## config.mk

```make
export PLATFORM = sky130hd
export DESIGN_NAME = mux_scan_ctrl_flat
export DESIGN_NICKNAME = d
export VERILOG_FILES = /design/src/rtl/mux_scan_ctrl_pkg.sv /design/src/rtl/mux_scan_ctrl_if.sv /design/src/rtl/mux_scan_ctrl_chan_next.sv /design/src/rtl/mux_scan_ctrl.sv /design/src/flat_wrapper.sv
export SDC_FILE = /design/constraint.sdc
export NUM_CORES = 1
export LEC_CHECK = 0
export ABC_AREA = 1
export CAP_MARGIN = 10
export CORE_ASPECT_RATIO = 0.7
export CORE_MARGIN = 5
export CORE_UTILIZATION = 39
export DETAILED_ROUTE_END_ITERATION = 12
export PLACE_DENSITY = 0.66
export SYNTH_ARGS = -nofsm -noshare
export SYNTH_HDL_FRONTEND = slang
export SYNTH_SLANG_ARGS = --single-unit
```

## constraint.sdc

```tcl
create_clock -name clk -period 3.2 [get_ports clk]
set_input_delay 0.96 -clock clk [delete_from_list [all_inputs] [get_ports clk]]
set_output_delay 0.96 -clock clk [all_outputs]
set_load 0.01 [all_outputs]
```

## src/rtl/mux_scan_ctrl_pkg.sv

```systemverilog
// Shared types and constants for the 4:1 mux scan controller.
package mux_scan_ctrl_pkg;

  localparam int SEL_W  = 2;
  localparam int NUM_CH = 4;

  typedef logic [SEL_W-1:0] chan_idx_t;

  localparam chan_idx_t CH_A = 2'd0;
  localparam chan_idx_t CH_B = 2'd1;
  localparam chan_idx_t CH_C = 2'd2;
  localparam chan_idx_t CH_D = 2'd3;

  typedef enum logic [2:0] {
    ST_IDLE    = 3'd0,
    ST_SETTLE  = 3'd1,
    ST_CAPTURE = 3'd2,
    ST_HOLD    = 3'd3,
    ST_DWELL   = 3'd4
  } scan_state_e;

  // Lowest enabled channel of a mask; CH_A when the mask is empty.
  function automatic chan_idx_t lowest_chan(input logic [NUM_CH-1:0] m);
    chan_idx_t r;
    r = CH_A;
    for (int i = NUM_CH - 1; i >= 0; i--) begin
      if (m[i]) r = chan_idx_t'(i);
    end
    return r;
  endfunction

endpackage

```

## src/rtl/mux_scan_ctrl_if.sv

```systemverilog
// Sample handshake between the scan controller (master) and its consumer (slave).
interface mux_scan_ctrl_if;
  import mux_scan_ctrl_pkg::*;

  logic            smp_valid;
  logic            smp_ready;
  logic            smp_data;
  logic [SEL_W-1:0] smp_chan;

  modport master (output smp_valid, output smp_data, output smp_chan, input smp_ready);
  modport slave  (input smp_valid, input smp_data, input smp_chan, output smp_ready);

endinterface

```

## src/rtl/mux_scan_ctrl_chan_next.sv

```systemverilog
// Combinational next-channel search: first enabled channel after cur,
// wrapping 3 -> 0. wrap is set when the search had to go round past the
// top, i.e. cur was the highest enabled channel.
module scan_chan_next
  import mux_scan_ctrl_pkg::*;
(
  input  chan_idx_t         cur,
  input  logic [NUM_CH-1:0] mask,
  output chan_idx_t         nxt,
  output logic              wrap
);

  chan_idx_t cand;
  logic      found;

  // Scan the three following channels, then cur itself (single-channel case).
  always_comb begin
    nxt   = cur;
    found = 1'b0;
    cand  = cur;
    for (int i = 1; i <= NUM_CH; i++) begin
      cand = chan_idx_t'(int'(cur) + i);
      if (!found && mask[cand]) begin
        nxt   = cand;
        found = 1'b1;
      end
    end
    wrap = (nxt <= cur);
  end

endmodule

```

## src/rtl/mux_scan_ctrl.sv

```systemverilog
// Scan controller for a downstream 4:1 mux: steps the select lines over the
// enabled channels, waits for the mux to settle, captures mux_out and hands
// it to the consumer over a valid/ready handshake.
// Optional build macro MUX_SCAN_FRAME_EN adds frame_vec/frame_done, a
// per-frame snapshot of the accepted samples.
//
// state      | meaning
// -----------+-----------------------------------------------------------
// ST_IDLE    | not scanning; select lines hold their last value
// ST_SETTLE  | select just changed, waiting SETTLE_CYC cycles for the mux
// ST_CAPTURE | mux_out is sampled at the end of this cycle
// ST_HOLD    | sample presented, waiting for smp_ready
// ST_DWELL   | dwell cycles between acceptance and the next select change
module mux_scan_ctrl
  import mux_scan_ctrl_pkg::*;
#(
  parameter int SETTLE_CYC = 2,
  parameter int DWELL_W    = 8
) (
  input  logic               clk,
  input  logic               rst,
  input  logic               start,
  input  logic               stop,
  input  logic [NUM_CH-1:0]  chan_mask,
  input  logic [DWELL_W-1:0] dwell,
  input  logic               mux_out,
  output logic               s1,
  output logic               s0,
  output logic               busy,
  mux_scan_ctrl_if.master    smp
`ifdef MUX_SCAN_FRAME_EN
  ,
  output logic [NUM_CH-1:0]  frame_vec,
  output logic               frame_done
`endif
);

  // One counter serves both settle and dwell timing.
  localparam int              CNT_W       = (DWELL_W > 4) ? DWELL_W : 4;
  localparam logic [CNT_W-1:0] SETTLE_LOAD = CNT_W'(SETTLE_CYC - 1);

  scan_state_e       state;
  chan_idx_t         sel;
  logic [NUM_CH-1:0] mask_lat;
  logic [CNT_W-1:0]  cnt;
  logic              stop_pend;
  logic              busy_q;
  logic              valid_q;
  logic              data_q;
  chan_idx_t         chan_q;

  chan_idx_t         nxt_idx;
  logic              nxt_wrap;
  chan_idx_t         adv_sel;
  logic [NUM_CH-1:0] adv_mask;
  logic              adv_go;
  logic              start_go;
  logic              accept;
  logic              stop_eff;

  scan_chan_next u_chan_next (
    .cur  (sel),
    .mask (mask_lat),
    .nxt  (nxt_idx),
    .wrap (nxt_wrap)
  );

  // Where the select goes on the next advance; a wrap re-latches the mask.
  always_comb begin
    adv_go   = 1'b1;
    adv_sel  = nxt_idx;
    adv_mask = mask_lat;
    if (nxt_wrap) begin
      adv_mask = chan_mask;
      adv_sel  = lowest_chan(chan_mask);
      adv_go   = |chan_mask;
    end
  end

  // Stop in the same cycle as start wins; an empty mask never starts a scan.
  assign start_go = start && !stop && (|chan_mask);
  assign accept   = (state == ST_HOLD) && valid_q && smp.smp_ready;
  assign stop_eff = stop || stop_pend;

  // Main scan sequencer.
  always_ff @(posedge clk) begin
    if (rst) begin
      state     <= ST_IDLE;
      sel       <= CH_A;
      mask_lat  <= '0;
      cnt       <= '0;
      stop_pend <= 1'b0;
      busy_q    <= 1'b0;
      valid_q   <= 1'b0;
      data_q    <= 1'b0;
      chan_q    <= CH_A;
    end else begin
      case (state)
        ST_IDLE: begin
          stop_pend <= 1'b0;
          if (start_go) begin
            sel      <= lowest_chan(chan_mask);
            mask_lat <= chan_mask;
            cnt      <= SETTLE_LOAD;
            busy_q   <= 1'b1;
            state    <= ST_SETTLE;
          end
        end

        ST_SETTLE: begin
          if (stop_eff) begin
            stop_pend <= 1'b0;
            cnt       <= '0;
            busy_q    <= 1'b0;
            state     <= ST_IDLE;
          end else if (cnt == '0) begin
            state <= ST_CAPTURE;
          end else begin
            cnt <= cnt - CNT_W'(1);
          end
        end

        ST_CAPTURE: begin
          if (stop_eff) begin
            stop_pend <= 1'b0;
            busy_q    <= 1'b0;
            state     <= ST_IDLE;
          end else begin
            data_q  <= mux_out;
            chan_q  <= sel;
            valid_q <= 1'b1;
            state   <= ST_HOLD;
          end
        end

        ST_HOLD: begin
          // A sample is held, so stop waits for its acceptance.
          if (stop) stop_pend <= 1'b1;
          if (accept) begin
            valid_q <= 1'b0;
            if (stop_eff) begin
              stop_pend <= 1'b0;
              busy_q    <= 1'b0;
              state     <= ST_IDLE;
            end else if (dwell == '0) begin
              mask_lat <= adv_mask;
              if (adv_go) begin
                sel   <= adv_sel;
                cnt   <= SETTLE_LOAD;
                state <= ST_SETTLE;
              end else begin
                busy_q <= 1'b0;
                state  <= ST_IDLE;
              end
            end else begin
              cnt   <= CNT_W'(dwell) - CNT_W'(1);
              state <= ST_DWELL;
            end
          end
        end

        ST_DWELL: begin
          if (stop_eff) begin
            stop_pend <= 1'b0;
            cnt       <= '0;
            busy_q    <= 1'b0;
            state     <= ST_IDLE;
          end else if (cnt == '0) begin
            mask_lat <= adv_mask;
            if (adv_go) begin
              sel   <= adv_sel;
              cnt   <= SETTLE_LOAD;
              state <= ST_SETTLE;
            end else begin
              busy_q <= 1'b0;
              state  <= ST_IDLE;
            end
          end else begin
            cnt <= cnt - CNT_W'(1);
          end
        end

        default: begin
          busy_q  <= 1'b0;
          valid_q <= 1'b0;
          state   <= ST_IDLE;
        end
      endcase
    end
  end

  assign {s1, s0}      = sel;
  assign busy          = busy_q;
  assign smp.smp_valid = valid_q;
  assign smp.smp_data  = data_q;
  assign smp.smp_chan  = chan_q;

`ifdef MUX_SCAN_FRAME_EN
  logic [NUM_CH-1:0] frame_acc;
  logic [NUM_CH-1:0] acc_upd;

  // Accumulator with the sample being accepted merged in.
  always_comb begin
    acc_upd         = frame_acc;
    acc_upd[chan_q] = data_q;
  end

  // Collect accepted samples; publish the frame when the top channel is taken.
  always_ff @(posedge clk) begin
    if (rst) begin
      frame_acc  <= '0;
      frame_vec  <= '0;
      frame_done <= 1'b0;
    end else begin
      frame_done <= 1'b0;
      if ((state == ST_IDLE) && start_go) begin
        frame_acc <= '0;
      end else if (accept) begin
        if (nxt_wrap) begin
          frame_vec  <= acc_upd;
          frame_done <= 1'b1;
          frame_acc  <= '0;
        end else begin
          frame_acc <= acc_upd;
        end
      end
    end
  end
`endif

endmodule

```

## src/flat_wrapper.sv

```systemverilog
// flat-port wrapper written by rule: the top's interface ports become plain ports
module mux_scan_ctrl_flat import mux_scan_ctrl_pkg::*;
#(
  parameter int SETTLE_CYC = 2,
  parameter int DWELL_W    = 8
)
  (clk, rst, start, stop, chan_mask, dwell, mux_out, s1, s0, busy, smp_smp_valid, smp_smp_data, smp_smp_chan, smp_smp_ready);
  mux_scan_ctrl_if smp_i ();
  input  logic clk;
  input  logic rst;
  input  logic start;
  input  logic stop;
  input  logic [NUM_CH-1:0] chan_mask;
  input  logic [DWELL_W-1:0] dwell;
  input  logic mux_out;
  output logic s1;
  output logic s0;
  output logic busy;
  output wire logic [$bits(smp_i.smp_valid)-1:0] smp_smp_valid;
  output wire logic [$bits(smp_i.smp_data)-1:0] smp_smp_data;
  output wire logic [$bits(smp_i.smp_chan)-1:0] smp_smp_chan;
  input wire logic [$bits(smp_i.smp_ready)-1:0] smp_smp_ready;
  assign smp_smp_valid = smp_i.smp_valid;
  assign smp_smp_data = smp_i.smp_data;
  assign smp_smp_chan = smp_i.smp_chan;
  assign smp_i.smp_ready = smp_smp_ready;
  mux_scan_ctrl #(.SETTLE_CYC(SETTLE_CYC), .DWELL_W(DWELL_W)) u_core (.clk(clk), .rst(rst), .start(start), .stop(stop), .chan_mask(chan_mask), .dwell(dwell), .mux_out(mux_out), .s1(s1), .s0(s0), .busy(busy), .smp(smp_i));
endmodule
```

* Word-level counts from Yosys, hierarchy flattened
Index checks and enable logic that the tools add are counted.
Word-level totals: output and inout port bits 7, register bits after elaboration 23, word-level logic and storage cells 142, bits of input ports 18
Cells by class: eq/ne operators 17, reductions and logical operators 29, muxes and demuxes 74, $add $sub $neg 6, bitwise operators 2, $lt $le $gt $ge 5
Operators with widths (count):
- $mux W8 | 9
- $mux W2 | 17
- $pmux W8 S4 | 1
- $mux W4 | 7
- $mux W3 | 8
- $mux W1 | 22
- $logic_not A8 Y1 | 2
- $sub A8 B1 Y8 const B | 2
- $pmux W3 S5 | 1
- $lt A2 B3 Y1 const B | 4
- $pmux W4 S3 | 1
- $ne A2 B1 Y1 const B | 5
- $reduce_and A5 Y1 | 2
- $bmux W1 S2 | 4
- $ne A2 B2 Y1 const B | 4
- $logic_and A1 B1 Y1 | 7
- $reduce_and A7 Y1 | 1
- $eq A3 B2 Y1 const B | 2
- $ne A3 B1 Y1 const B | 2
- $ne A3 B2 Y1 const B | 2
- $pmux W1 S3 | 2
- $pmux W2 S3 | 1
- $reduce_bool A3 Y1 | 2
- $reduce_or A3 Y1 | 2
- other kinds (16) | 23

* Depth between registers and ports, before layout
Gate-level depths: netlist of run 1.
depth after elaboration 20, mapped depth 24, gate-level depth less buffers 23

* Modules after synthesis
From an unflattened synthesis of run 1, not the netlist that was laid out.
Second synthesis, totals: cells, all modules 342, area total of the unflattened synthesis 2068.2 um^2
Modules (own cells, without submodules):
- mux_scan_ctrl | area an instance 1790.5 um^2, times used 1, sequential area each 460.4 um^2, cells an instance 291
- scan_chan_next | area an instance 277.8 um^2, times used 1, sequential area each 0.0 um^2, cells an instance 51

* Worst setup path before layout of run 1
No wires, ideal clock.
kind reg-to-reg, from register u_core.sel[0], to register u_core.sel[1], arrival 2.287 ns, setup time 0.117 ns, path slack 0.796 ns, data required time 3.083 ns, clock period less this slack 2.404 ns, buffers on the path 1, stages on the path, launching flop included 22, cell sequence dfxtp_1 > buf_4 > inv_4 > nand2_1 > nand2_1 > nand2_1 > nand2_1 > a21oi_1 > nand3_1 > nand2_1 > inv_1 > ha_1 > nand2_1 > nand2_1 > nand2_1 > nand2_1 > o21ai_0 > inv_1 > nand2_2 > nand2_1 > nand2_1 > a21oi_1
On the way: longest elaborated chain between the ends 20, elaborated cells between the ends (all ways) 35, those cells by class add/sub: 4; order compare: 1; mux: 24; reduce/logical: 6
RTL lines:
- start, declared | RTL line mux_scan_ctrl.sv:43 | chan_idx_t sel;
- start signal, assigned | RTL line mux_scan_ctrl.sv:102 | sel <= lowest_chan(chan_mask);
- start signal, assigned | RTL line mux_scan_ctrl.sv:148 | sel <= adv_sel;
- start signal, assigned | RTL line mux_scan_ctrl.sv:171 | sel <= adv_sel;
- $add A2 B1 Y2 | RTL line mux_scan_ctrl_chan_next.sv:22 | cand = chan_idx_t'(int'(cur) + i);
- $bmux W1 S2 | RTL line mux_scan_ctrl_chan_next.sv:23 | if (!found && mask[cand]) begin
- $mux W1 (not written as such) | RTL line mux_scan_ctrl_chan_next.sv:23
- $mux W1 | RTL line mux_scan_ctrl_chan_next.sv:23
- $logic_not A1 Y1 | RTL line mux_scan_ctrl_chan_next.sv:23
- $logic_and A1 B1 Y1 | RTL line mux_scan_ctrl_chan_next.sv:23
- $mux W1 | RTL line mux_scan_ctrl_chan_next.sv:23
- $logic_not A1 Y1 | RTL line mux_scan_ctrl_chan_next.sv:23
- [4 not listed]
- $mux W2 | RTL line mux_scan_ctrl_chan_next.sv:23
- $le A2 B2 Y1 | RTL line mux_scan_ctrl_chan_next.sv:28 | wrap = (nxt <= cur);
- $mux W2 or $mux W1 (tied branches) | RTL line mux_scan_ctrl.sv:73 | if (nxt_wrap) begin
- $mux W2 * | RTL line mux_scan_ctrl.sv:147, mux_scan_ctrl.sv:170
- $mux W2 | RTL line mux_scan_ctrl.sv:145 | end else if (dwell == '0) begin
- $mux W2 | RTL line mux_scan_ctrl.sv:141 | if (stop_eff) begin
- $mux W2 | RTL line mux_scan_ctrl.sv:139 | if (accept) begin
- $pmux W2 S3 * | RTL line mux_scan_ctrl.sv:98 | case (state)
Every way passes the cells marked *; elsewhere a longest branch is shown, timed or not. The select of a mux whose other input is x is not followed. A chain may end at the register's enable or synchronous reset.

* Worst setup path in the final report of run 1
from register u_core.sel[0], to register u_core.cnt[6]
On the way: longest elaborated chain between the ends 20, elaborated cells between the ends (all ways) 34, those cells by class add/sub: 4; order compare: 1; mux: 23; reduce/logical: 6
RTL lines:
- $add A2 B1 Y2 | RTL line mux_scan_ctrl_chan_next.sv:22
- $bmux W1 S2 | RTL line mux_scan_ctrl_chan_next.sv:23
- $mux W1 (not written as such) | RTL line mux_scan_ctrl_chan_next.sv:23
- $mux W1 | RTL line mux_scan_ctrl_chan_next.sv:23
- $logic_not A1 Y1 | RTL line mux_scan_ctrl_chan_next.sv:23
- $logic_and A1 B1 Y1 | RTL line mux_scan_ctrl_chan_next.sv:23
- $mux W1 | RTL line mux_scan_ctrl_chan_next.sv:23
- $logic_not A1 Y1 | RTL line mux_scan_ctrl_chan_next.sv:23
- [2 not listed]
- $logic_not A1 Y1 | RTL line mux_scan_ctrl_chan_next.sv:23
- $logic_and A1 B1 Y1 | RTL line mux_scan_ctrl_chan_next.sv:23
- $mux W2 | RTL line mux_scan_ctrl_chan_next.sv:23
- $le A2 B2 Y1 * | RTL line mux_scan_ctrl_chan_next.sv:28
- $mux W1 * | RTL line mux_scan_ctrl.sv:73
- $mux W8 *
- $mux W8 (3 in a row)
- $pmux W8 S4 *
- end signal, assigned | RTL line mux_scan_ctrl.sv:119 | cnt <= cnt - CNT_W'(1);
- end signal, assigned | RTL line mux_scan_ctrl.sv:156 | cnt <= CNT_W'(dwell) - CNT_W'(1);
- end signal, assigned | RTL line mux_scan_ctrl.sv:179 | cnt <= cnt - CNT_W'(1);
- end, declared | RTL line mux_scan_ctrl.sv:45 | logic [CNT_W-1:0] cnt;
Marked as above.

==> metrics.txt, run 1 <==
most common cell in the netlist nand2_1; Worst IR Drop VDD 0.201 mV; Detail Route Antenna Nets 0; DRT Wirelength 5660 um; number of cells produced by synthesis 350; Antenna Cells 0; die height 71.3 um; starting DRC count in detailed routing 242; Final Hold Viols 0; outcome complete, no violations; drt wl/cell 12.7 um; CTS tree yes; DIE WIDTH 97.6 um; I/O pins 25; first-pass GRT wire length 9520 um; startpoint types register; hold crit path type reg2reg; Post CTS Setup Buffer Count 0; CTS buffer count 3; worst clock skew 0.00298 ns; register area share after synthesis 0.220; post-synthesis cell area 2100 um^2; global route overflow 0; Critical Path Fanout Max 11; Filler Cell Count 558; CP max stage cell dfxtp_1; Setup-failing EPs final 0; Max stage delay on crit path 0.58 ns; post-synth top area share 0.220; Post-synth ARST share 0; Avg Inst Size Synth 5.99 um^2; Area contributors post-synth dfxtp_1 22%, nand2_1 19%, nand3_1 9.3%; setup_tns 0 ns; Max Cap Viol 0; die area 6960 um^2; detailed-route via count 2269; vias per cell 5.08; Final period util 0.891; Critical Path RT 3.36 ns; hold_buf cts 0; RSZ-0062 raised after global routing no; dpl hpwl 4520 um; register bit total from synthesis 23; yosys synthesis warning count 0; Worst Setup Path Type reg2reg; number of synthesized flops with an enable pin 0; CP most frequent cell nand2_1; Core ar. 5230 um^2; worst skew pair latency 0.27 ns; site row count 22; Root Driver clkbuf_8; Cell variety after synth 29; Reg clk slew, reported paths 0.09 ns; Lkg Pwr 1.12 nW; CP Cell Sequence inv_4, nand2_1, nand2_1, nand2_1, nand2_1, a21oi_1, nand3_1, nand2_1, inv_1, ha_1, nand2_1, nand2_1, nand2_1, nand2_1, inv_1, nand3_1, nand3_1, nor2_1, nor2_1; area leader, netlist dfxtp_1; Slew @ Worst Pin 0.624 ns; layout cells sized above 1 0.112; min cycle time layout 2.85 ns; Synth top cells by count 104 x nand2_1, 40 x inv_1, 39 x nand3_1, 38 x nor2_1, 25 x a21oi_1; Total GRT Usage 0.165; Design Area, Final 2450 um^2; Pre-Repair DR Iteration Count 5; initial antenna violation count 0; Starting Density 0.401; synth-to-layout area growth 16.7%; clk sink count 23; Worst Path Arrival 3.01 ns; Final Max Tran Viols 0; vias in the first global route 2016; PwrDens 485 nW/um^2; htree depth 1; syn_nets 374; largest net degree at the start of global routing 14; Nets 400; Port Buf Inserts 24; worst rel slew slack 0.584; post-layout util 0.468; Placed Area 2400 um^2; DRC violations left 0; # resized after CTS 0; GP Congestion 0.934; CP Capture Type register; maximum clock rate 0.351 GHz; Top FF cell, synth dfxtp_1; CTS max path bufs 2
==> path summary, 6_finish.rpt <==
path / start / to / slack [ns] / depth (start not counted)
max: u_core.sel[0] / u_core.cnt[6] / 0.35 / 19
min: u_core.cnt[1] / u_core.cnt[1] / 0.47 / 2
max reg2reg: u_core.sel[0] / u_core.cnt[6] / 0.35 / 19
min reg2reg: u_core.cnt[1] / u_core.cnt[1] / 0.47 / 2
==> worst max-delay path, delay by kind of cell, from the launching register on <==
family / cells / cell delay (ns)
DFF: 1 / 0.58
AOI/OAI and AO/OA: 1 / 0.19
and+or+nand+nor: 14 / 1.40
buffers and inverters: 3 / 0.27
adders and majority gates: 1 / 0.28
==> layout by cell type (no fill, tap or decap), drive strengths merged <==
cell type        n
nand3           42
nor2            51
ha               6
buf              1
clkbuf           3
o211ai           1
dfxtp           23
xor2             5
nor3             4
nand2          115
clkdlybuf4s50   24
o21ai           19
a21boi           1
clkinv           1
a21oi           26
inv             47
nand4            5
a41oi            1
==> power breakdown <==
group / internal (mW) / switching, mW / leakage, nW
clock network: 0.0871 / 0.101 / 0.0255
logic: 0.222 / 0.402 / 0.910
registers: 0.322 / 0.0515 / 0.188
total: 0.631 / 0.554 / 1.12
==> area by class of cell <==
cell class | count | area [um^2] | share of cell area
Tap cell | 72 | 90.1 | 0.0368
Multi-Input combinational cell | 276 | 1420 | 0.580
Timing Repair Buffer | 25 | 248 | 0.101
Inverter | 47 | 184 | 0.0752
Sequential cell | 23 | 460 | 0.188
Clock buffer | 3 | 41.3 | 0.0169
Clock inverter | 1 | 5.00 | 0.00205
==> registers in the layout, indices dropped and copies added, names as in the netlist <==
| register | count |
|---|---|
| u_core.cnt | 8 |
| u_core.state | 3 |
| u_core.mask_lat | 4 |
| u_core.stop_pend | 1 |
| u_core.smp.smp_data | 1 |
| u_core.busy | 1 |
| u_core.sel | 2 |
| u_core.smp.smp_chan | 2 |
| u_core.smp.smp_valid | 1 |
==> metal layers <==
metal / routed length [um] / up-vias / GRT usage
li1: - / 1177 / -
met3: 377 / 2 / 0.0331
met1: 3110 / 1019 / 0.258
met5: 0 / - / 0
met2: 2170 / 71 / 0.240
met4: 8 / 0 / 0.0154
==> logic make-up after synthesis <==
group	share of synthesized area
adders and majority gates	0.0358
xor gates and xnor gates	0.0209
buffers and inverters	0.104
and+or+nand+nor	0.494
AOI/OAI and AO/OA	0.126
DFF	0.220
==> metrics by stage <==
| step | setup WS (ns) | cells | hold slack (ns) | total power, mW |
|---|---|---|---|---|
| after floorplan | 0.796 | 350 | 0.443 | 0.836 |
| after global placement | 0.392 | 443 | 0.458 | 0.985 |
| after detailed placement | 0.391 | 443 | 0.461 | 0.992 |
| after CTS | 0.396 | 447 | 0.474 | 1.18 |
| after global routing | 0.00238 | 447 | 0.510 | 1.29 |
| final | 0.350 | 447 | 0.471 | 1.19 |
No activity file was read; power rests on OpenSTA's default activity.
==> inputs of run 2 (changes only) <==
--- a/config.mk
+++ b/config.mk
@@ -15,3 +15,4 @@
 export SYNTH_ARGS = -nofsm -noshare
 export SYNTH_HDL_FRONTEND = slang
 export SYNTH_SLANG_ARGS = --single-unit
+export TNS_END_PERCENT = 50
==> results of run 2 <==
Same layout as run 1: the final DEF is identical, and so are final timing and power.
